<file path="config.mk">
export PLATFORM = sky130hd
export DESIGN_NAME = reg_bank_arbiter
export DESIGN_NICKNAME = d
export VERILOG_FILES = /design/src/rtl/reg_bank_arbiter.sv
export SDC_FILE = /design/constraint.sdc
export NUM_CORES = 1
export LEC_CHECK = 0
export ABC_AREA = 0
export CAP_MARGIN = 20
export CORE_MARGIN = 4
export CORE_UTILIZATION = 38
export CTS_CLUSTER_SIZE = 30
export DETAILED_ROUTE_END_ITERATION = 12
export PLACE_DENSITY_LB_ADDON = 0.05
export REMOVE_ABC_BUFFERS = 1
export SYNTH_ARGS = -nofsm -noshare
export SYNTH_HDL_FRONTEND = slang
export SYNTH_SLANG_ARGS = --single-unit
</file>
<file path="constraint.sdc">
create_clock -name clk -period 2 [get_ports clk]
set_input_delay 0.3 -clock clk [delete_from_list [all_inputs] [get_ports clk]]
set_output_delay 0.3 -clock clk [all_outputs]
set_load 0.1 [all_outputs]
</file>
<file path="src/rtl/reg_bank_arbiter.sv">
// Round-robin arbitration of one shared write port
// onto a DEPTH x WIDTH flip-flop register bank.

module reg_bank_dff (
    input  logic clk,
    input  logic rst,
    input  logic d,
    output logic q
);

    always_ff @(posedge clk or posedge rst) begin
        if (rst) q <= 1'b0;
        else     q <= d;
    end

endmodule

module reg_bank_arbiter #(
    parameter int WIDTH  = 4,
    parameter int ADDR_W = 2,
    parameter int CNT_W  = 8
) (
    input  logic              clk,
    input  logic              rst,
    input  logic              req_a,
    input  logic [ADDR_W-1:0] addr_a,
    input  logic [WIDTH-1:0]  data_a,
    output logic              gnt_a,
    input  logic              req_b,
    input  logic [ADDR_W-1:0] addr_b,
    input  logic [WIDTH-1:0]  data_b,
    output logic              gnt_b,
    input  logic [ADDR_W-1:0] rd_addr,
    output logic [WIDTH-1:0]  rd_data,
    output logic              last_gnt,
    output logic              conflict,
    output logic [CNT_W-1:0]  wr_count
);

    localparam int DEPTH = 2 ** ADDR_W;

    logic                         prio;
    logic                         any_gnt;
    logic [ADDR_W-1:0]            wr_addr;
    logic [WIDTH-1:0]             wr_data;
    logic [DEPTH-1:0][WIDTH-1:0]  bank_q;
    logic [DEPTH-1:0][WIDTH-1:0]  bank_d;

    always_comb begin
        gnt_a = 1'b0;
        gnt_b = 1'b0;
        if (!rst) begin
            unique case (1'b1)
                (req_a && req_b): begin
                    gnt_a = ~prio;
                    gnt_b = prio;
                end
                (req_a && !req_b): gnt_a = 1'b1;
                (!req_a && req_b): gnt_b = 1'b1;
                default: ;
            endcase
        end
    end

    assign any_gnt = gnt_a | gnt_b;
    assign wr_addr = gnt_b ? addr_b : addr_a;
    assign wr_data = gnt_b ? data_b : data_a;

    // Plain D cells: the write enable is folded into the D-input mux.
    for (genvar r = 0; r < DEPTH; r++) begin : g_reg
        assign bank_d[r] =
            (any_gnt && wr_addr == ADDR_W'(r))
            ? wr_data : bank_q[r];
        for (genvar b = 0; b < WIDTH; b++) begin : g_bit
            reg_bank_dff u_dff (
                .clk (clk),
                .rst (rst),
                .d   (bank_d[r][b]),
                .q   (bank_q[r][b])
            );
        end
    end

    assign rd_data = bank_q[rd_addr];

    always_ff @(posedge clk or posedge rst) begin
        if (rst) begin
            prio     <= 1'b0;
            last_gnt <= 1'b0;
            conflict <= 1'b0;
            wr_count <= '0;
        end else begin
            conflict <= req_a & req_b;
            if (any_gnt) begin
                prio     <= gnt_a;
                last_gnt <= gnt_b;
                wr_count <= wr_count + 1'b1;
            end
        end
    end

endmodule

</file>
==> key figures <==
Pwr
  – VDD IR-drop max: 930.1 uV
  – Pwr Density: around 1400 nW/um^2
  – Final Total Pwr: 2.551 mW
  – Leak pwr: 0.7919 nW

Final layout
  – Footprint of the multi-input gates: 619.3 sq um
  – Number of diodes: 0
  – Reg area: 675.6 sq um
  – Layout net count: 161
  – Filler cell count: 309
  – Post-route cell area: 1826 sq um
  – Final Util: 0.5471
  – Layout cells sized above 1: 0.4397
  – Area grow syn2layout: 38.95%

GRT
  – GR Util All Layers: 0.1357
  – Pin count of the biggest net entering global routing: 28
  – Busiest grt layer: met2
  – First-pass GRT wire length: 4554 um
  – GRT overflow: 0
  – Initial antenna violation count: 0
  – Vias in the first global route: between 900 and 1000
  – Met3 Use GR: 0.03035
  – GR Layer Usage met2: 0.2129
  – Met1 usage: 0.1908

CTS
  – Hold buffers post-CTS: 0
  – Cts repair resizes: 1
  – Clock slew at reported path FFs: 0.16 ns
  – Skew-Pair Late Insertion Delay: about 0.33 ns
  – Num CTS Buffers: 3
  – TritonCTS clock tree: done
  – H-tree Lvls: 1
  – CTS Root Cell: clkbuf_4
  – Worst-case clock buffer depth: 2
  – Clk sinks: 27
  – Setup Buffers After CTS: 0

Critical path
  – Data required, critical path: 1.70 ns
  – Crit Path Max Fanout: 6
  – Worst setup EP type: output pin
  – Crit path kind: input port to output pin
  – Startpoint Class: input port
  – Reg2reg path depth: 4
  – Reg-to-reg critical path endpoint: g_reg[3].g_bit[0].u_dff.q
  – WP data arrival: between 1.5 and 2 ns
  – RR Startpoint: prio
  – R2R setup slack: 0.20 ns

Timing
  – RSZ-0062 raised after global routing: false
  – Final setup violation count: 0
  – Fin crit share: 0.9400
  – Hold Fails Final Rpt: 0
  – Worst hold margin: 0.4827 ns
  – Slew headroom: 0.7624
  – Fmax: 0.5319 GHz
  – Final worst setup slack: 0.1200 ns
  – Least-Margin Pin Slew: 0.3553 ns
  – Worst Clk Skew: 0.007883 ns
  – Crit path time final: 1.880 ns
  – Slew Limit Fails: 0

Detailed routing
  – Vias per cell: 4.963
  – Post-route DRC: 0
  – Avg WL per Cell: approximately 14 um
  – Post-route ant nets: 0
  – Starting DRT DRC Count: 25
  – Routed via count: ~930
  – First-pass DRT Iterations: 3
  – Drt total wl: 2689 um

Floorplanning
  – Ports: 34
  – Core area: between 3000 and 4000 sq um
  – Total Die Area: 4462 sq um
  – Die width: around 67 um
  – Die Ht: 66.80 um
  – Initial core utilization: 0.3937
  – Floorplan row count: 21

Place
  – Port buffer count: 33
  – Placed cell areas: about 1800 sq um
  – Place WS: -0.1809 ns
  – Global placer's final weighted congestion: between 0.7 and 0.8
  – DP HPWL: 2119 um

Yosys
  – Sequential share of the synthesized area: 0.5143
  – Post-Syn Area: 1314 sq um
  – Synth cell types: 26
  – Synth Register Bits: 27
  – Number of flops mapped to enable cells by yosys: 0
  – Post-Synthesis Cells: 96
  – Synth Warn #: 0
  – Primary FF master, synth: dfrtp_1
  – Async set-reset flop share out of synthesis: 1.000
  – Syn Area/Cell: 13.69 sq um

Min path
  – HP Start: wr_count[7]
  – Hold endpoint: wr_count[7]
  – Hold path cells: 1
  – Min-Delay Path Class: register to register

Outcome
  – Outcome: finished, final reports clean

Run
  – Max Cap Viol: 0
## state kept, by name, summed over array words and instances (netlist names)
| register | cells |
|---|---|
| g.g_bit.u_dff.q | 16 |
| wr_count | 8 |
| conflict | 1 |
| last_gnt | 1 |
| prio | 1 |
## cell usage after synthesis, types with 2 or more instances
master	number	share of area
a32oi_1	2	0.013
dfrtp_1	27	0.51
inv_1	3	0.0086
mux2_2	21	0.18
mux4_2	4	0.069
nand2_1	7	0.020
nand4_1	4	0.019
nor2_1	5	0.014
xnor2_1	4	0.027
xor2_1	3	0.020
## cell type report
type,count,area share
clock buffer,3,0.01234
clock inverter,1,0.004112
inverter,3,0.006169
multi-input combinational,65,0.3393
sequential,27,0.3701
tap,46,0.03153
timing repair buffer,42,0.2365
## layout by cell type (no fill, tap or decap), drive strengths merged, types with 2 or more instances in the layout
cell / count
a32oi: 2
buf: 25
clkbuf: 3
clkdlybuf4s50: 16
dfrtp: 27
inv: 3
mux2: 21
mux4: 4
nand2: 7
nand4: 4
nor2: 5
xnor2: 4
xor2: 3
## logic make-up after synthesis
group	count (synthesis)	synth area share
AOI/OAI and AO/OA	10	0.07239
xor gates and xnor gates	7	0.04667
DFF	27	0.5143
and+or+nand+nor	22	0.09429
adders and majority gates	1	0.009522
buffers and inverters	4	0.01429
muxes	25	0.2486
## how the worst max path moves through the flow
stage | from | endpoint | slack [ns] | depth (start not counted)
final | rst | gnt_b | 0.12 | 5
after global routing | rst | gnt_b | 0.02 | 5
after CTS | rst | gnt_b | 0.09 | 5
after detailed placement | rst | g_reg[3].g_bit[0].u_dff.q | -0.18 | 5
after global placement | rst | g_reg[3].g_bit[2].u_dff.q | -0.17 | 5
after floorplan | prio | gnt_a | -0.05 | 3
## worst max-delay path: stages
cell             delay (ns)
clkdlybuf4s50_1        0.54
nor2b_4                0.20
nand2_1                0.20
inv_1                  0.15
buf_12                 0.18
## report_power, final
group	switching, mW	internal (mW)
Combinational	0.966	0.476
Clock	0.168	0.0764
Sequential	0.136	0.728
## per-layer routing
metal	wire length (um)	part of all wire	up-vias
met1	1228	0.46	468
met2	1329	0.49	17
met3	118	0.044	2
met5	0	0	-
met4	12	0.0045	0
li1	-	-	441
## per-stage QoR
| step | TNS [ns] | instances |
|---|---|---|
| 2_1_floorplan | -0.05136 | 95 |
| 3_3_place_gp | -1.583 | 183 |
| 3_5_place_dp | -1.513 | 183 |
| 4_1_cts | 0 | 187 |
| 5_1_grt | 0 | 187 |
| 6_report | 0 | 187 |
(Power assumes the default switching activity.)
==> variant 1: new RTL, same flow settings <==
Change the parameter `CNT_W` from 8 to 9.
--- a/src/rtl/reg_bank_arbiter.sv
+++ b/src/rtl/reg_bank_arbiter.sv
@@ -19,5 +19,5 @@
     parameter int WIDTH  = 4,
     parameter int ADDR_W = 2,
-    parameter int CNT_W  = 8
+    parameter int CNT_W  = 9
 ) (
     input  logic              clk,
Interface: changed (resized wr_count); port bits go from 34 to 35. The function was not compared with the original's and may differ.
==> variant 1 against the unedited design <==
- power is 1.8% lower
- wire length is 8.7% higher
- largest cell class unchanged
- sequential cell count is 1 higher
- design area is 1.8% higher
- fmax is 3.7% lower
- synthesized area is 3.3% higher
- first-iteration DRC count is 52% higher
- setup slack worse by 0.072 ns
- synthesized cell count is 8.3% higher
- non-clock buffer count stayed put
- clock power is 7% lower
==> variant 1: results (changes against the unedited design) <==
[hold_path]
min_to=wr_count[8]
hp-start=wr_count[8]

[yosys]
synth_area_per_cell_sq_um=13.1  ; -4.6%
synthTopCellsByArea=dfrtp_1, mux2_2, mux4_2
seq_area_frac_synth_pct=51.6  ; +0.18 points

[timing]
max_slew_margin_pct=75.1  ; -1.1 points
skew_ns=0.00341  ; -0.00448 ns
fin_hold_ws_ns=0.482  ; -0.00107 ns

[worst_setup_path]
setup.worst_path.start=rd_addr[1]
rrSetupSlack_ns=0.24  ; +0.04 ns
worstPathMaxFanout=3  ; -3

[placement]
dp.cells=190  ; +3.8%
dpl-instance-area_sq_um=1840  ; +2.2%
gp_congestion=0.754  ; about the same

[run_status]
outcome=completed

[cells_and_area]
drive_gt1_share_pct=38.8  ; -5.2 points
nNetsFinal=168  ; +4.3%
top_regs=g.g_bit.u_dff.q x16, wr_count x9

[clock_network]
cts_resized=0  ; -1
cts.clk_slew.worst_paths_ns=0.14  ; -0.02 ns

[route]
routedWlPerCell_microns=15.1  ; +5.3%
vias=957  ; +3.1%

[global_route]
grt_max_degree=29  ; +3.6%
grt_pass1_wl_microns=4720  ; +3.6%

[pwr]
irDropWorstVdd_mv=0.927  ; -0.36%

==> variant 1: kinds of logic (layout without fill, tap and decap cells) <==
kind of cell / after synthesis / after routing / synth area share (%)
AO/OA/AOI/OAI: 11 / 11 / 7.56
XOR/XNOR: 8 / 8 / 5.16
AND/OR/NAND/NOR: 27 / 27 / 9.77
buffers and inverters: 5 / 48 / 1.75
adder cells (fa/ha/maj): 1 / 1 / 0.922
flip-flops: 28 / 28 / 51.6
multiplexers: 24 / 24 / 23.2
==> variant 1: cell type report <==
class	count	area, sq um
Fill cell	306	1530
Sequential cell	28	701
Multi-Input combinational cell	71	633
Timing Repair Buffer	42	433
Tap cell	46	57.6
Clock buffer	3	22.5
Inverter	3	11.3
==> variant 1: how the worst max path moves through the flow <==
stage,endpoint,cells past startpoint
after detailed placement,g_reg[1].g_bit[3].u_dff.q,5
after floorplan,gnt_a,3
after global placement,g_reg[0].g_bit[1].u_dff.q,5
final,rd_data[3],3
after CTS,rd_data[3],3
after global routing,rd_data[3],3
==> variant 1: metal layers <==
metal	up-vias	global-route usage, %	routed length [microns]
met1	471	19.0	1410
li1	460	-	-
met5	-	0	0
met4	0	3.72	4
met2	24	22.6	1380
met3	2	2.33	134
==> variant 1: power breakdown <==
group / switching [mW] / internal (mW)
registers: 0.136 / 0.744
clock network: 0.158 / 0.0705
logic: 0.939 / 0.458
==> variant 1: critical path, stage by stage <==
cell	delay [ns]
clkdlybuf4s50_1	0.58
mux4_2	0.58
buf_12	0.19
==> variant 2: new RTL, same flow settings <==
Made on the original files. Make the reset (`rst`) synchronous in 2 clocked blocks.
--- a/src/rtl/reg_bank_arbiter.sv
+++ b/src/rtl/reg_bank_arbiter.sv
@@ -9,5 +9,5 @@
 );
 
-    always_ff @(posedge clk or posedge rst) begin
+    always_ff @(posedge clk) begin
         if (rst) q <= 1'b0;
         else     q <= d;
@@ -84,5 +84,5 @@
     assign rd_data = bank_q[rd_addr];
 
-    always_ff @(posedge clk or posedge rst) begin
+    always_ff @(posedge clk) begin
         if (rst) begin
             prio     <= 1'b0;
Formal check against the unedited RTL: differs if rst is asserted again (counterexample within 4 cycles, from zero or initial values and one cycle with rst high); with rst held inactive, the same outputs for 10 cycles.
==> variant 2 against the unedited design <==
- wire length rose by 24%
- design area rose by 7.2%
- sequential cell count did not move
- critical path depth fell by 1
- setup slack got worse by 0.066 ns
- synthesized area rose by 5.8%
- global-route usage rose by 2.5 points
- fmax fell by 3.4%
- via count rose by 26%
Power is not compared: it rests on default switching activity, and its combinational part moved more than twofold at a synthesized area within 25%.
==> variant 2: results (changes against the unedited design) <==
[route]
detail_route.wirelength.met1_microns=1490  ; +21%
wl_met3_microns=146  ; +24%
dr_wl_met2_microns=1650  ; +24%
routed_wl_microns=3340  ; +24%
firstDrtPassIters=4  ; +1
drt_iter0_markers=32  ; +28%
routedWlPerCell_microns=14.4  ; about the same

[clock_network]
insertion_delay_ns=0.28  ; -0.05 ns
cts.clk_slew.worst_paths_ns=0.10  ; -0.06 ns

[yosys]
synthTopCellsByArea=dfxtp_1, nor2b_1, mux2_1
syn_inst=140  ; +46%
synth_cell_type_count=35  ; +35%
seq_area_frac_synth_pct=38.9  ; -13 points

[floorplanning]
die-area_sq_um=4690  ; +5.1%

[cells_and_area]
seq_cells=27  ; unchanged
final_util_pct=56.9  ; +2.1 points
regArea_sq_um=541  ; -20%
multi_input_area_sq_um=817  ; +32%
nFillCells=315  ; +1.9%
nNetsFinal=206  ; +28%
inv_count=1  ; -2
nNonClkBuffers=49  ; +17%
num-multi-input-gates=105  ; +62%

[placement]
post-dp-hpwl_microns=2600  ; +23%
gp_congestion=0.751  ; -0.37%
dpl-instance-area_sq_um=1900  ; +5.8%
dp.cells=228  ; +25%
dp_slack_ns=-0.133  ; +0.0482 ns

[global_route]
grt_pass1_wl_microns=5500  ; +21%
grt_pass1_vias=1173  ; +26%
grt_max_degree=18  ; -36%
use_met3_pct=2.63  ; -0.41 points
grt_use_met1_pct=19.4  ; +0.30 points
grt_use_total_pct=16.1  ; +2.5 points

[timing]
skew_ns=0.00349  ; -0.00439 ns
max_slew_margin_pct=71.9  ; -4.3 points
fin_hold_ws_ns=0.497  ; +0.0148 ns

[run_status]
outcome=completed

[worst_setup_path]
worstPathMaxFanout=4  ; -2

==> variant 2: timing repair <==
action | 4_1_cts | 5_1_grt
gates resized for setup | 1 | 2
endpoints found under the setup margin | 1 | 2
gates cloned | 0 | 0
==> variant 2: cell families after synthesis <==
group           Yosys count  synth area share [%]
compound gates           22                  10.6
xor+xnor                  7                  4.41
fa+ha+maj                 1                 0.900
buf+inv                   8                  2.61
flops                    27                  38.9
mux                      20                  19.4
simple gates             55                  23.1
==> variant 2: critical path, stage by stage <==
cell,delay [ns]
clkdlybuf4s50_1,0.48
buf_6,0.13
mux4_2,0.54
buf_12,0.19
==> variant 2: final timing paths <==
| kind | start | end | slack (ns) | cells after the start |
|---|---|---|---|---|
| hold / removal | wr_count[1] | wr_count[1] | 0.50 | 2 |
| setup / recovery | rd_addr[0] | rd_data[1] | 0.05 | 4 |
| hold reg to reg | wr_count[1] | wr_count[1] | 0.50 | 2 |
| setup reg to reg | prio | g_reg[0].g_bit[3].u_dff.q | 0.28 | 4 |
